<file path="config.mk">
export PLATFORM = sky130hd
export DESIGN_NAME = bw_io_cmos2_pad_ctl
export DESIGN_NICKNAME = d
export VERILOG_FILES = /design/src/rtl/bw_io_cmos2_pkg.sv /design/src/rtl/bw_io_cmos2_rx_filt.sv /design/src/rtl/bw_io_cmos2_pad_ctl.sv
export SDC_FILE = /design/constraint.sdc
export NUM_CORES = 1
export LEC_CHECK = 0
export CORE_MARGIN = 1
export CORE_UTILIZATION = 48
export DETAILED_ROUTE_END_ITERATION = 16
export PLACE_DENSITY = 0.71
export SLEW_MARGIN = 10
export SYNTH_ARGS = -nofsm -noshare
export SYNTH_HDL_FRONTEND = slang
export SYNTH_SLANG_ARGS = --single-unit
export TNS_END_PERCENT = 20
</file>
<file path="constraint.sdc">
create_clock -name rclk -period 1.3 [get_ports rclk]
set_input_delay 0.195 -clock rclk [delete_from_list [all_inputs] [get_ports rclk]]
set_output_delay 0.195 -clock rclk [all_outputs]
set_load 0.02 [all_outputs]
</file>
<file path="src/rtl/bw_io_cmos2_pkg.sv">
// Shared types and sizing for the CMOS2 bidirectional pad controller.
package bw_io_cmos2_pkg;

    typedef enum logic [1:0] {
        ST_RX    = 2'd0,
        ST_DRIVE = 2'd1,
        ST_TURN  = 2'd2
    } pad_st_t;

    localparam int FILT_CYC_DEF = 8;
    localparam int TA_CYC_DEF   = 2;

    // Filter counters reach at most FILT_CYC-1 (<=14), turnaround at most TA_CYC-1 (<=6).
    localparam int FILT_CW = 4;
    localparam int TA_CW   = 3;

endpackage

</file>
<file path="src/rtl/bw_io_cmos2_rx_filt.sv">
// Receive path: 2-flop synchroniser, settle/glitch filter and edge pulses.
module bw_io_cmos2_rx_filt
    import bw_io_cmos2_pkg::*;
#(
    parameter int FILT_CYC = FILT_CYC_DEF
) (
    input  logic rclk,
    input  logic arst_l,
    input  logic pad_to_core,
    input  logic rx_en,
    input  logic rx_load,
    output logic rx_data,
    output logic rx_valid,
    output logic rx_rise,
    output logic rx_fall
);

    localparam logic [FILT_CW-1:0] FILT_LAST = FILT_CW'(FILT_CYC - 1);

    logic [1:0]         sync_pipe;
    logic               s2;
    logic [FILT_CW-1:0] mis_cnt;
    logic [FILT_CW-1:0] settle_cnt;

    assign s2 = sync_pipe[1];

    // Idle pad level is 1 (pull-up), so the synchroniser resets high.
    always_ff @(posedge rclk or negedge arst_l) begin
        if (!arst_l) sync_pipe <= 2'b11;
        else         sync_pipe <= {sync_pipe[0], pad_to_core};
    end

    always_ff @(posedge rclk or negedge arst_l) begin
        if (!arst_l) begin
            rx_data    <= 1'b1;
            rx_valid   <= 1'b0;
            rx_rise    <= 1'b0;
            rx_fall    <= 1'b0;
            mis_cnt    <= '0;
            settle_cnt <= '0;
        end else begin
            rx_rise <= 1'b0;
            rx_fall <= 1'b0;
            if (rx_load) begin
                rx_data    <= s2;
                rx_valid   <= 1'b0;
                mis_cnt    <= '0;
                settle_cnt <= '0;
            end else if (!rx_en) begin
                rx_valid   <= 1'b0;
                mis_cnt    <= '0;
                settle_cnt <= '0;
            end else if (!rx_valid) begin
                // Settling: any change restarts the window without a pulse.
                if (s2 != rx_data) begin
                    rx_data    <= s2;
                    settle_cnt <= '0;
                end else if (settle_cnt == FILT_LAST) begin
                    rx_valid   <= 1'b1;
                    settle_cnt <= '0;
                end else begin
                    settle_cnt <= settle_cnt + 1'b1;
                end
            end else if (s2 == rx_data) begin
                mis_cnt <= '0;
            end else if (mis_cnt == FILT_LAST) begin
                rx_data <= s2;
                mis_cnt <= '0;
                rx_rise <= s2;
                rx_fall <= ~s2;
            end else begin
                mis_cnt <= mis_cnt + 1'b1;
            end
        end
    end

endmodule

</file>
<file path="src/rtl/bw_io_cmos2_pad_ctl.sv">
// CMOS2 bidirectional pad controller: drive/receive sequencing with turnaround.
module bw_io_cmos2_pad_ctl
    import bw_io_cmos2_pkg::*;
#(
    parameter int FILT_CYC = FILT_CYC_DEF,
    parameter int TA_CYC   = TA_CYC_DEF
) (
    input  logic rclk,
    input  logic arst_l,
    input  logic drv_en,
    input  logic drv_data,
    input  logic pad_to_core,
    output logic pad_oe,
    output logic pad_data,
    output logic rx_data,
    output logic rx_valid,
    output logic rx_rise,
    output logic rx_fall
);

    localparam logic [TA_CW-1:0] TA_LAST = TA_CW'(TA_CYC - 1);

    pad_st_t          state;
    pad_st_t          nxt;
    logic [TA_CW-1:0] ta_cnt;
    logic             rx_en;
    logic             rx_load;

    always_comb begin
        nxt = state;
        case (state)
            ST_RX:    if (drv_en) nxt = ST_DRIVE;
            ST_DRIVE: if (!drv_en) nxt = ST_TURN;
            ST_TURN: begin
                if (drv_en)                 nxt = ST_DRIVE;
                else if (ta_cnt == TA_LAST) nxt = ST_RX;
            end
            default:  nxt = ST_RX;
        endcase
    end

    // pad_oe follows the next state so the pad switches on the same edge as the FSM.
    always_ff @(posedge rclk or negedge arst_l) begin
        if (!arst_l) begin
            state    <= ST_RX;
            ta_cnt   <= '0;
            pad_oe   <= 1'b0;
            pad_data <= 1'b0;
        end else begin
            state  <= nxt;
            ta_cnt <= (state == ST_TURN && nxt == ST_TURN) ? ta_cnt + 1'b1 : '0;
            pad_oe <= (nxt == ST_DRIVE);
            if (nxt == ST_DRIVE) pad_data <= drv_data;
        end
    end

    // A leaving transition wins over the filter on the same edge.
    assign rx_en   = (state == ST_RX) && (nxt == ST_RX);
    assign rx_load = (state != ST_RX) && (nxt == ST_RX);

    bw_io_cmos2_rx_filt #(
        .FILT_CYC (FILT_CYC)
    ) u_rx_filt (
        .rclk        (rclk),
        .arst_l      (arst_l),
        .pad_to_core (pad_to_core),
        .rx_en       (rx_en),
        .rx_load     (rx_load),
        .rx_data     (rx_data),
        .rx_valid    (rx_valid),
        .rx_rise     (rx_rise),
        .rx_fall     (rx_fall)
    );

endmodule

</file>
## Word-level counts from Yosys, hierarchy flattened

Index checks and enable logic that the tools add are counted.

| cells by class | value |
|---|---|
| mux-type cells | 37 |
| equal/unequal tests | 13 |
| $add $sub $neg | 3 |
| reduce and logical (&&, ||, !) cells | 9 |
| bitwise gates (word level) | 1 |

Operator list:

| kind | count |
|---|---|
| 2-to-1 mux 4 bit | 10 |
| 2-to-1 mux 1 bit | 21 |
| inequality test 3 bit (second input constant) | 4 |
| adder 4 x 1 -> 4 bit (second input constant) | 2 |
| equality test 4 x 3 -> 1 bit (second input constant) | 2 |
| 2-to-1 mux 2 bit | 4 |
| one-hot mux 2 bit (3 select lines) | 1 |
| equality test 2 x 1 -> 1 bit (second input constant) | 2 |
| equality test 2 bit (second input constant) | 2 |
| zero test 2 bit | 2 |
| AND reduction 4 bit | 1 |
| nonzero test 2 bit | 2 |
| adder 3 x 1 -> 3 bit (second input constant) | 1 |
| equality test 3 x 1 -> 1 bit (second input constant) | 1 |
| logical AND 1 bit | 3 |
| 2-to-1 mux 3 bit | 1 |
| nonzero test 3 bit | 1 |
| equality test 1 bit | 1 |
| inequality test 1 bit | 1 |
| inverter 1 bit | 1 |

| storage, ports and cells | value |
|---|---|
| register bits | 21 |
| output and inout bits | 6 |
| logic and storage cells | 74 |
| input bits | 5 |

## Logic depth before layout (Yosys ltp)

Gate-level depths: netlist of run 1.

| logic depth | value |
|---|---|
| word-level depth | 8 |
| gate-level depth with buffers | 6 |

## Modules after synthesis

A second synthesis of run 1 with hierarchy kept.

| unflattened totals | value |
|---|---|
| cells, all modules | 84 |
| area, all modules | 996.0 sq um |

By module, submodules not included:

| module | cells an instance | sequential area each (sq um) | times used | area each (sq um) |
|---|---|---|---|---|
| bw_io_cmos2_rx_filt | 56 | 354.1 | 1 | 679.4 |
| bw_io_cmos2_pad_ctl | 28 | 175.2 | 1 | 316.6 |

## Worst setup path after synthesis of run 1

Ideal clock, no wire load.

| timing path | value |
|---|---|
| path kind | register to register |
| from | register u_rx_filt.rx_data |
| to | register u_rx_filt.settle_cnt[0] |
| cell stages (with the launch flop) | 4 |
| buffers on the path | 0 |
| data required time | 1.223 ns |
| arrival | 1.376 ns |
| setup slack | -0.154 ns |
| path through | dfstp_2 -> xor2_2 -> or4_1 -> a21oi_1 |

| between the ends | value |
|---|---|
| word-level cells in the longest chain between the ends | 5 |

RTL lines:

| element | RTL line | RTL |
|---|---|---|
| start: declaration | bw_io_cmos2_rx_filt.sv:12 | `output logic rx_data,` |
| start signal: assignment | bw_io_cmos2_rx_filt.sv:35 | `rx_data <= 1'b1;` |
| start signal: assignment | bw_io_cmos2_rx_filt.sv:45 | `rx_data <= s2;` |
| start signal: assignment | bw_io_cmos2_rx_filt.sv:56 | `rx_data <= s2;` |
| inequality test 1 bit | bw_io_cmos2_rx_filt.sv:55 | `if (s2 != rx_data) begin` |
| 2-to-1 mux 4 bit | bw_io_cmos2_rx_filt.sv:55 |  |
| 2-to-1 mux 4 bit | bw_io_cmos2_rx_filt.sv:53 | `end else if (!rx_valid) begin` |
| 2-to-1 mux 4 bit | bw_io_cmos2_rx_filt.sv:49 | `end else if (!rx_en) begin` |
| 2-to-1 mux 4 bit | bw_io_cmos2_rx_filt.sv:44 | `if (rx_load) begin` |
| end signal: assignment | bw_io_cmos2_rx_filt.sv:62 | `settle_cnt <= settle_cnt + 1'b1;` |
| end: declaration | bw_io_cmos2_rx_filt.sv:23 | `logic [FILT_CW-1:0] settle_cnt;` |

No other way between the ends. The select of a mux whose other input is x is not followed.
A chain may end at the register's enable or synchronous reset.

## Worst setup path in the final report of run 1

| timing path | value |
|---|---|
| from | register ta_cnt[0] |
| to | register u_rx_filt.rx_data |

| between the ends | value |
|---|---|
| word-level cells in the longest chain between the ends | 8 |
| elaborated cells on any way between the ends | 13 |

RTL lines:

| element | RTL line | RTL |
|---|---|---|
| start: declaration | bw_io_cmos2_pad_ctl.sv:25 | `logic [TA_CW-1:0] ta_cnt;` |
| start signal: assignment | bw_io_cmos2_pad_ctl.sv:51 | `ta_cnt <= (state == ST_TURN && nxt == ST_TURN) ? ta_cnt + 1'b1 : '0;` |
| equality test 3 x 1 -> 1 bit * | bw_io_cmos2_pad_ctl.sv:36 | `else if (ta_cnt == TA_LAST) nxt = ST_RX;` |
| 2-to-1 mux 2 bit * | bw_io_cmos2_pad_ctl.sv:36 |  |
| 2-to-1 mux 2 bit * | bw_io_cmos2_pad_ctl.sv:35 | `if (drv_en) nxt = ST_DRIVE;` |
| one-hot mux 2 bit (3 select lines) * | bw_io_cmos2_pad_ctl.sv:31 | `case (state)` |
| zero test 2 bit * | bw_io_cmos2_pad_ctl.sv:58, bw_io_cmos2_pad_ctl.sv:59 |  |
| logical AND 1 bit (on tied branches) | bw_io_cmos2_pad_ctl.sv:59, bw_io_cmos2_pad_ctl.sv:58 |  |
| inequality test 3 bit (no line) (tied with other cells) | n/a |  |
| AND reduction 4 bit (no line) | n/a |  |
| end signal: assignment | bw_io_cmos2_rx_filt.sv:45 |  |
| end signal: assignment | bw_io_cmos2_rx_filt.sv:56 |  |
| end signal: assignment | bw_io_cmos2_rx_filt.sv:67 | `rx_data <= s2;` |

Every way passes the cells marked *; elsewhere a longest branch is shown, timed or not.

==> results of run 1 <==
-- flip-flops by register name, indices dropped and copies added (netlist names) --
register              flops
u_rx_filt.mis_cnt         4
u_rx_filt.settle_cnt      4
ta_cnt                    3
state                     2
u_rx_filt.sync_pipe       2
pad_data                  1
pad_oe                    1
u_rx_filt.rx_data         1
u_rx_filt.rx_fall         1
u_rx_filt.rx_rise         1
u_rx_filt.rx_valid        1
-- cell usage after synthesis (2+ instances only) --
master / n
dfrtp_1: 18
a21oi_1: 12
nor2_1: 9
nand2b_1: 5
nand3_1: 5
ha_1: 4
nand2_1: 4
nand3b_1: 4
dfstp_2: 3
mux2_2: 3
a21boi_0: 2
buf_6: 2
nand4b_1: 2
nor3_1: 2
nor3b_2: 2
o21ai_0: 2
-- final cells by class --
| class | count | area, um2 | share of cell area (%) |
|---|---|---|---|
| inverters | 1 | 3.75 | 0.276 |
| repair buffers | 33 | 274 | 20.1 |
| well taps | 27 | 33.8 | 2.48 |
| clock buffers | 4 | 26.3 | 1.93 |
| multi-input cells | 67 | 493 | 36.2 |
| flip-flops and latches | 21 | 529 | 38.9 |
-- power groups by stage --
stage | Clock [mW] | Combinational, mW | Sequential, mW
final | 0.300 | 0.265 | 0.710
after global routing | 0.339 | 0.292 | 0.715
after CTS | 0.318 | 0.231 | 0.709
after detailed placement | 0 | 0.240 | 0.721
after global placement | 0 | 0.238 | 0.719
after floorplan | 0 | 0.0950 | 0.744
-- through the flow --
step / instance area [um2] / utilization, %
5_1_grt: 1360 / 69.3
6_report: 1360 / 69.3
4_1_cts: 1290 / 66.0
2_1_floorplan: 1020 / -
3_3_place_gp: 1270 / 65.0
3_5_place_dp: 1270 / 65.0
-- cells by family (layout without fill, tap and decap cells) --
logic type / Yosys count / in the layout / share of synthesized area [%]
xor+xnor: 2 / 2 / 2.49
simple gates: 40 / 40 / 23.7
mux: 3 / 3 / 3.35
buf+inv: 4 / 38 / 3.10
flops: 21 / 21 / 52.5
compound gates: 18 / 18 / 9.81
fa+ha+maj: 4 / 4 / 4.97
-- routing by layer --
metal	vias up	part of all wire [%]	wire length, um
li1	391	-	-
met1	383	44	796
met2	9	54	979
met3	2	1.9	34
met4	0	0.77	14
met5	-	0	0
-- timing repair --
action,CTS,global route
pin swaps,1,6
setup buffers,0,3
resized for setup,12,11
setup endpoints to repair,10,12
-- worst min path at each step --
stage	from	to	slack, ns
2_1_floorplan	arst_l	pad_data	-0.10
3_3_place_gp	u_rx_filt.sync_pipe[0]	u_rx_filt.sync_pipe[1]	0.35
3_5_place_dp	u_rx_filt.sync_pipe[0]	u_rx_filt.sync_pipe[1]	0.35
4_1_cts	arst_l	u_rx_filt.settle_cnt[0]	0.22
5_1_grt	arst_l	u_rx_filt.settle_cnt[0]	0.27
6_report	arst_l	u_rx_filt.settle_cnt[0]	0.22
-- critical path, delay by kind of cell (launching register included) --
| kind | cells | cell delay, ns |
|---|---|---|
| muxes | 1 | 0.36 |
| and+or+nand+nor | 1 | 0.09 |
| DFF | 1 | 0.40 |
| adders and majority gates | 1 | 0.19 |
| AOI/OAI and AO/OA | 2 | 0.28 |
==> summary.txt, run 1 <==
diode count: 0
port buffer count: 10
Syn Nets: 101
CTS Sinks: 21
Skew-Pair Late Insertion Delay: 0.29 ns
global route overflow: 0
logic gate share of total power: 20.8%
Synth Register Bits: 21
ratio of cells with drive above 1 in the final layout: 37.3%
r2r setup slk: -0.08 ns
clock share of power: 23.5%
CTS tree: yes
highest clock rate: 725 MHz
Yosys Warn Count: 0
Worst path slowest cell: dfrtp_1
leak pwr: 0.604 nW
run status: finished, violations left
max cap viols: 0
Setup WS post-layout: -0.0792 ns
Hold Crit Class: in -> async
TritonCTS buffer count: 3
hold_ws: 0.224 ns
CTS Hold Bufs: 0
Reg2Reg Depth: 5
final wirelength: 1.83 mm
maximum vdd drop: 0.824 mV
CTS clock-pin slew for the worst setup and hold paths: 0.11 ns
Final Hold Fails: 0
commonest non-fill, non-tap cell in the layout: buf_4
Synth Instances: 92
pre-CTS WS: -0.236 ns
Overall Power: 1.28 mW
depth of the CTS H-tree: 1
# IOs: 11
overall die area: 2290 um2
Seq pwr share: 55.7%
height of the chip: 47.8 um
final RePlAce weighted congestion: 0.757
met2 Track Usage GR: 32.4%
crit path launch: ta_cnt[0]
vias in the first global route: 705
TNS Setup: -0.136 ns
fin crit share: 106%
synth top area cells: dfrtp_1 45%, dfstp_2 7.8%, a21oi_1 6.0%, ha_1 5.0%, nor2_1 3.4%
total number of vias: 785
initial antenna violation count: 0
Final min period: 1.38 ns
die width: 47.8 um
crit path to: u_rx_filt.rx_data
first-pass GRT wire length: 2.88 mm
first-pass detailed-route iteration total: 4
detailed placer's ending HPWL: 1.34 mm
Syn Std Cell Area: 1010 um2
final non-filler cell total: 153
grt met1 use: 22.6%
asr flop ratio synth: 100%
critical-path maximum fanout: 2
Root Driver: clkbuf_4
register area share after synthesis: 52.5%
# nets final: 136
Arrival @ worst endpoint: 1.61 ns
commonest non-fill, non-tap cells in the layout: 22 x buf_4, 18 x dfrtp_1, 10 x a21oi_1
clk buf depth: 2
met3 usage: 2.26%
Slew @ Worst Pin: 0.258 ns
largest net degree at the start of global routing: 22
Routed Antenna Nets: 0
placed instance count: 146
drt drc: 0
area grow syn2layout: 35.0%
critical path type: reg -> reg
CP cell instances: ha_2 > nand2b_1 > a21oi_1 > o211ai_1 > mux2_2
Top Usage Layer GRT: met2
post-route clock skew: 0.00449 ns
violated checks: negative setup slack
Initial Util: 51.3%
FF-to-FF End: u_rx_filt.rx_data
critical path capture point type: register
Cell variety after synth: 29
predominant post-synthesis flop cell: dfrtp_1
Yosys top cell by area: dfrtp_1
Syn Area/Cell: 10.9 um2
number of synthesized flops with an enable pin: 0
Total GRT Usage: 18.5%
DR vias/cell: 5.13
Power Dens Cells: 938 nW/um2
Fillers: 170
Sw Pwr: 0.327 mW
endpoints failing setup: 3
RSZ-0062 raised after global routing: yes
switch share: 25.7%
origin of the critical flop-to-flop path: ta_cnt[0]
Power Internal: 0.948 mW
Std-Cell Rows: 16
initial DRC count: 8
CP Data Required Time: 1.53 ns
Rel. slew slack: 82.8%
Routed WL per cell: 11.9 um
top cell type's share of synthesized area: 44.7%
max-slew violations: 0
crit start category: register
critical path's largest stage delay: 0.40 ns
Core Area: 1960 um2
Power figures use the tool's default switching activity.
==> run 2: changes to the inputs <==
--- a/constraint.sdc
+++ b/constraint.sdc
@@ -3,2 +3,2 @@
 set_output_delay 0.195 -clock rclk [all_outputs]
-set_load 0.02 [all_outputs]
+set_load 0.01 [all_outputs]
==> run 2 against run 1 <==
Compared with the run above:
- the flow still finishes with violations (negative setup slack)
- core utilization is 0.26 points higher
- combinational power hardly changed
- setup slack better by 0.00080 ns
- power hardly changed
- via count is 1.4% higher
- die area stayed put
- sequential power is 1% lower
- non-clock buffer count stayed put
- register-to-register slack hardly changed
- sequential share of layout area is 0.051 points lower
- cell area is 0.37% higher
- critical endpoint is now u_rx_filt.settle_cnt[0]
==> summary.txt, run 2 (synthesized netlist as in run 1, its figures left out) <==
CTS clock-pin slew for the worst setup and hold paths: 0.11 ns
Std-Cell Rows: 16
highest clock rate: 725 MHz
FF-to-FF End: u_rx_filt.settle_cnt[0]
fin crit share: 106%
depth of the CTS H-tree: 1
CTS Sinks: 21
violated checks: negative setup slack
Initial Util: 51.3%
Routed WL per cell: 12.6 um
first-pass GRT wire length: 2.90 mm
Arrival @ worst endpoint: 1.61 ns
drt drc: 0
r2r setup slk: -0.08 ns
run status: finished, violations left
Total GRT Usage: 18.0%
CTS tree: yes
final RePlAce weighted congestion: 0.840
final non-filler cell total: 153
origin of the critical flop-to-flop path: u_rx_filt.settle_cnt[0]
ratio of cells with drive above 1 in the final layout: 38.1%
global route overflow: 0
Rel. slew slack: 81.5%
Final Hold Fails: 0
Power Dens Cells: 933 nW/um2
# IOs: 11
Slew @ Worst Pin: 0.278 ns
Reg2Reg Depth: 5
total number of vias: 796
crit start category: register
leading registers by flop count: u_rx_filt.mis_cnt x4, u_rx_filt.settle_cnt x4, ta_cnt x3
TritonCTS buffer count: 3
placed instance count: 144
max cap viols: 0
commonest non-fill, non-tap cells in the layout: 21 x buf_4, 17 x dfrtp_1, 9 x a21oi_1, 9 x nor2_1
initial antenna violation count: 0
critical path capture point type: register
area grow syn2layout: 35.5%
critical-path maximum fanout: 2
DP Area: 1260 um2
first-pass detailed-route iteration total: 4
initial DRC count: 10
CP Data Required Time: 1.53 ns
Hold Crit Class: in -> async
detailed placer's ending HPWL: 1.37 mm
Overall Power: 1.27 mW
leak pwr: 0.602 nW
clk buf depth: 2
Final min period: 1.38 ns
clock share of power: 24.3%
Sw Pwr: 0.328 mW
Routed Antenna Nets: 0
TNS Setup: -0.224 ns
critical path type: reg -> reg
maximum vdd drop: 0.671 mV
largest net degree at the start of global routing: 22
max-slew violations: 0
endpoints failing setup: 5
diode count: 0
post-route clock skew: 0.00133 ns
switch share: 25.8%
vias in the first global route: 711
CTS Hold Bufs: 0
port buffer count: 10
Core Area: 1960 um2
# nets final: 136
overall die area: 2290 um2
Skew-Pair Late Insertion Delay: 0.29 ns
Root Driver: clkbuf_4
hold_ws: 0.226 ns
post-route cell area: 1370 um2
commonest non-fill, non-tap cell in the layout: buf_4
Setup WS post-layout: -0.0784 ns
height of the chip: 47.8 um
Seq pwr share: 55.1%
RSZ-0062 raised after global routing: yes
DR vias/cell: 5.20
logic gate share of total power: 20.6%
final wirelength: 1.92 mm
die width: 47.8 um
Power Internal: 0.945 mW
-- run 2: metal layers --
metal,wire (um),share of wire (%),vias up,global-route usage [%]
met2,981,51,11,30.8
met5,0,0,-,0
met4,9,0.47,0,5.00
met1,881,46,394,24.0
met3,51,2.7,2,2.26
li1,-,-,389,-
-- run 2: worst max-delay path by stage --
stage	start	end	slack, ns	cells past startpoint
floorplan	u_rx_filt.rx_data	u_rx_filt.settle_cnt[0]	-0.05	3
global placement	drv_en	u_rx_filt.rx_rise	-0.15	5
detailed placement	drv_en	u_rx_filt.rx_fall	-0.21	5
CTS	u_rx_filt.settle_cnt[0]	u_rx_filt.settle_cnt[0]	-0.1	5
global route	u_rx_filt.rx_data	u_rx_filt.settle_cnt[0]	-0.12	4
finish	u_rx_filt.settle_cnt[0]	u_rx_filt.settle_cnt[0]	-0.08	5
-- run 2: layout make-up --
type / instances / area [um2]
Sequential cell: 21 / 531
Multi-Input combinational cell: 67 / 497
Inverter: 1 / 3.75
Clock buffer: 4 / 26.3
Fill cell: 169 / 597
Timing Repair Buffer: 33 / 274
Tap cell: 27 / 33.8
-- run 2: power by group through the flow --
stage               registers, mW  logic [mW]  clock network [mW]
CTS                         0.702       0.232               0.324
global route                0.705       0.284               0.351
finish                      0.703       0.262               0.310
global placement            0.726       0.204                   0
floorplan                   0.735      0.0952                   0
detailed placement          0.728       0.208                   0
-- run 2: timing repair --
item                       4_1_cts  5_1_grt
resized for setup               10       11
buffers inserted                 3        2
setup endpoints to repair       12       13
pin swaps                        1        6
-- run 2: critical path, stage by stage (launching register included) --
cell and delay (ns):
dfrtp_1 0.42, ha_2 0.20, nand2_1 0.05, nor2_1 0.05, or4_4 0.47, a21oi_2 0.12
-- run 2: through the flow --
stage	utilization, %	setup slack [ns]
floorplan	-	-0.0497
global placement	64.5	-0.152
global route	69.6	-0.115
CTS	67.1	-0.0951
detailed placement	64.5	-0.205
finish	69.6	-0.0784
==> run 3: changes to the inputs <==
CORE_MARGIN = unset   (was 1)
==> results of run 3 <==
The final DEF is identical to that of run 2; final timing and power are the same.
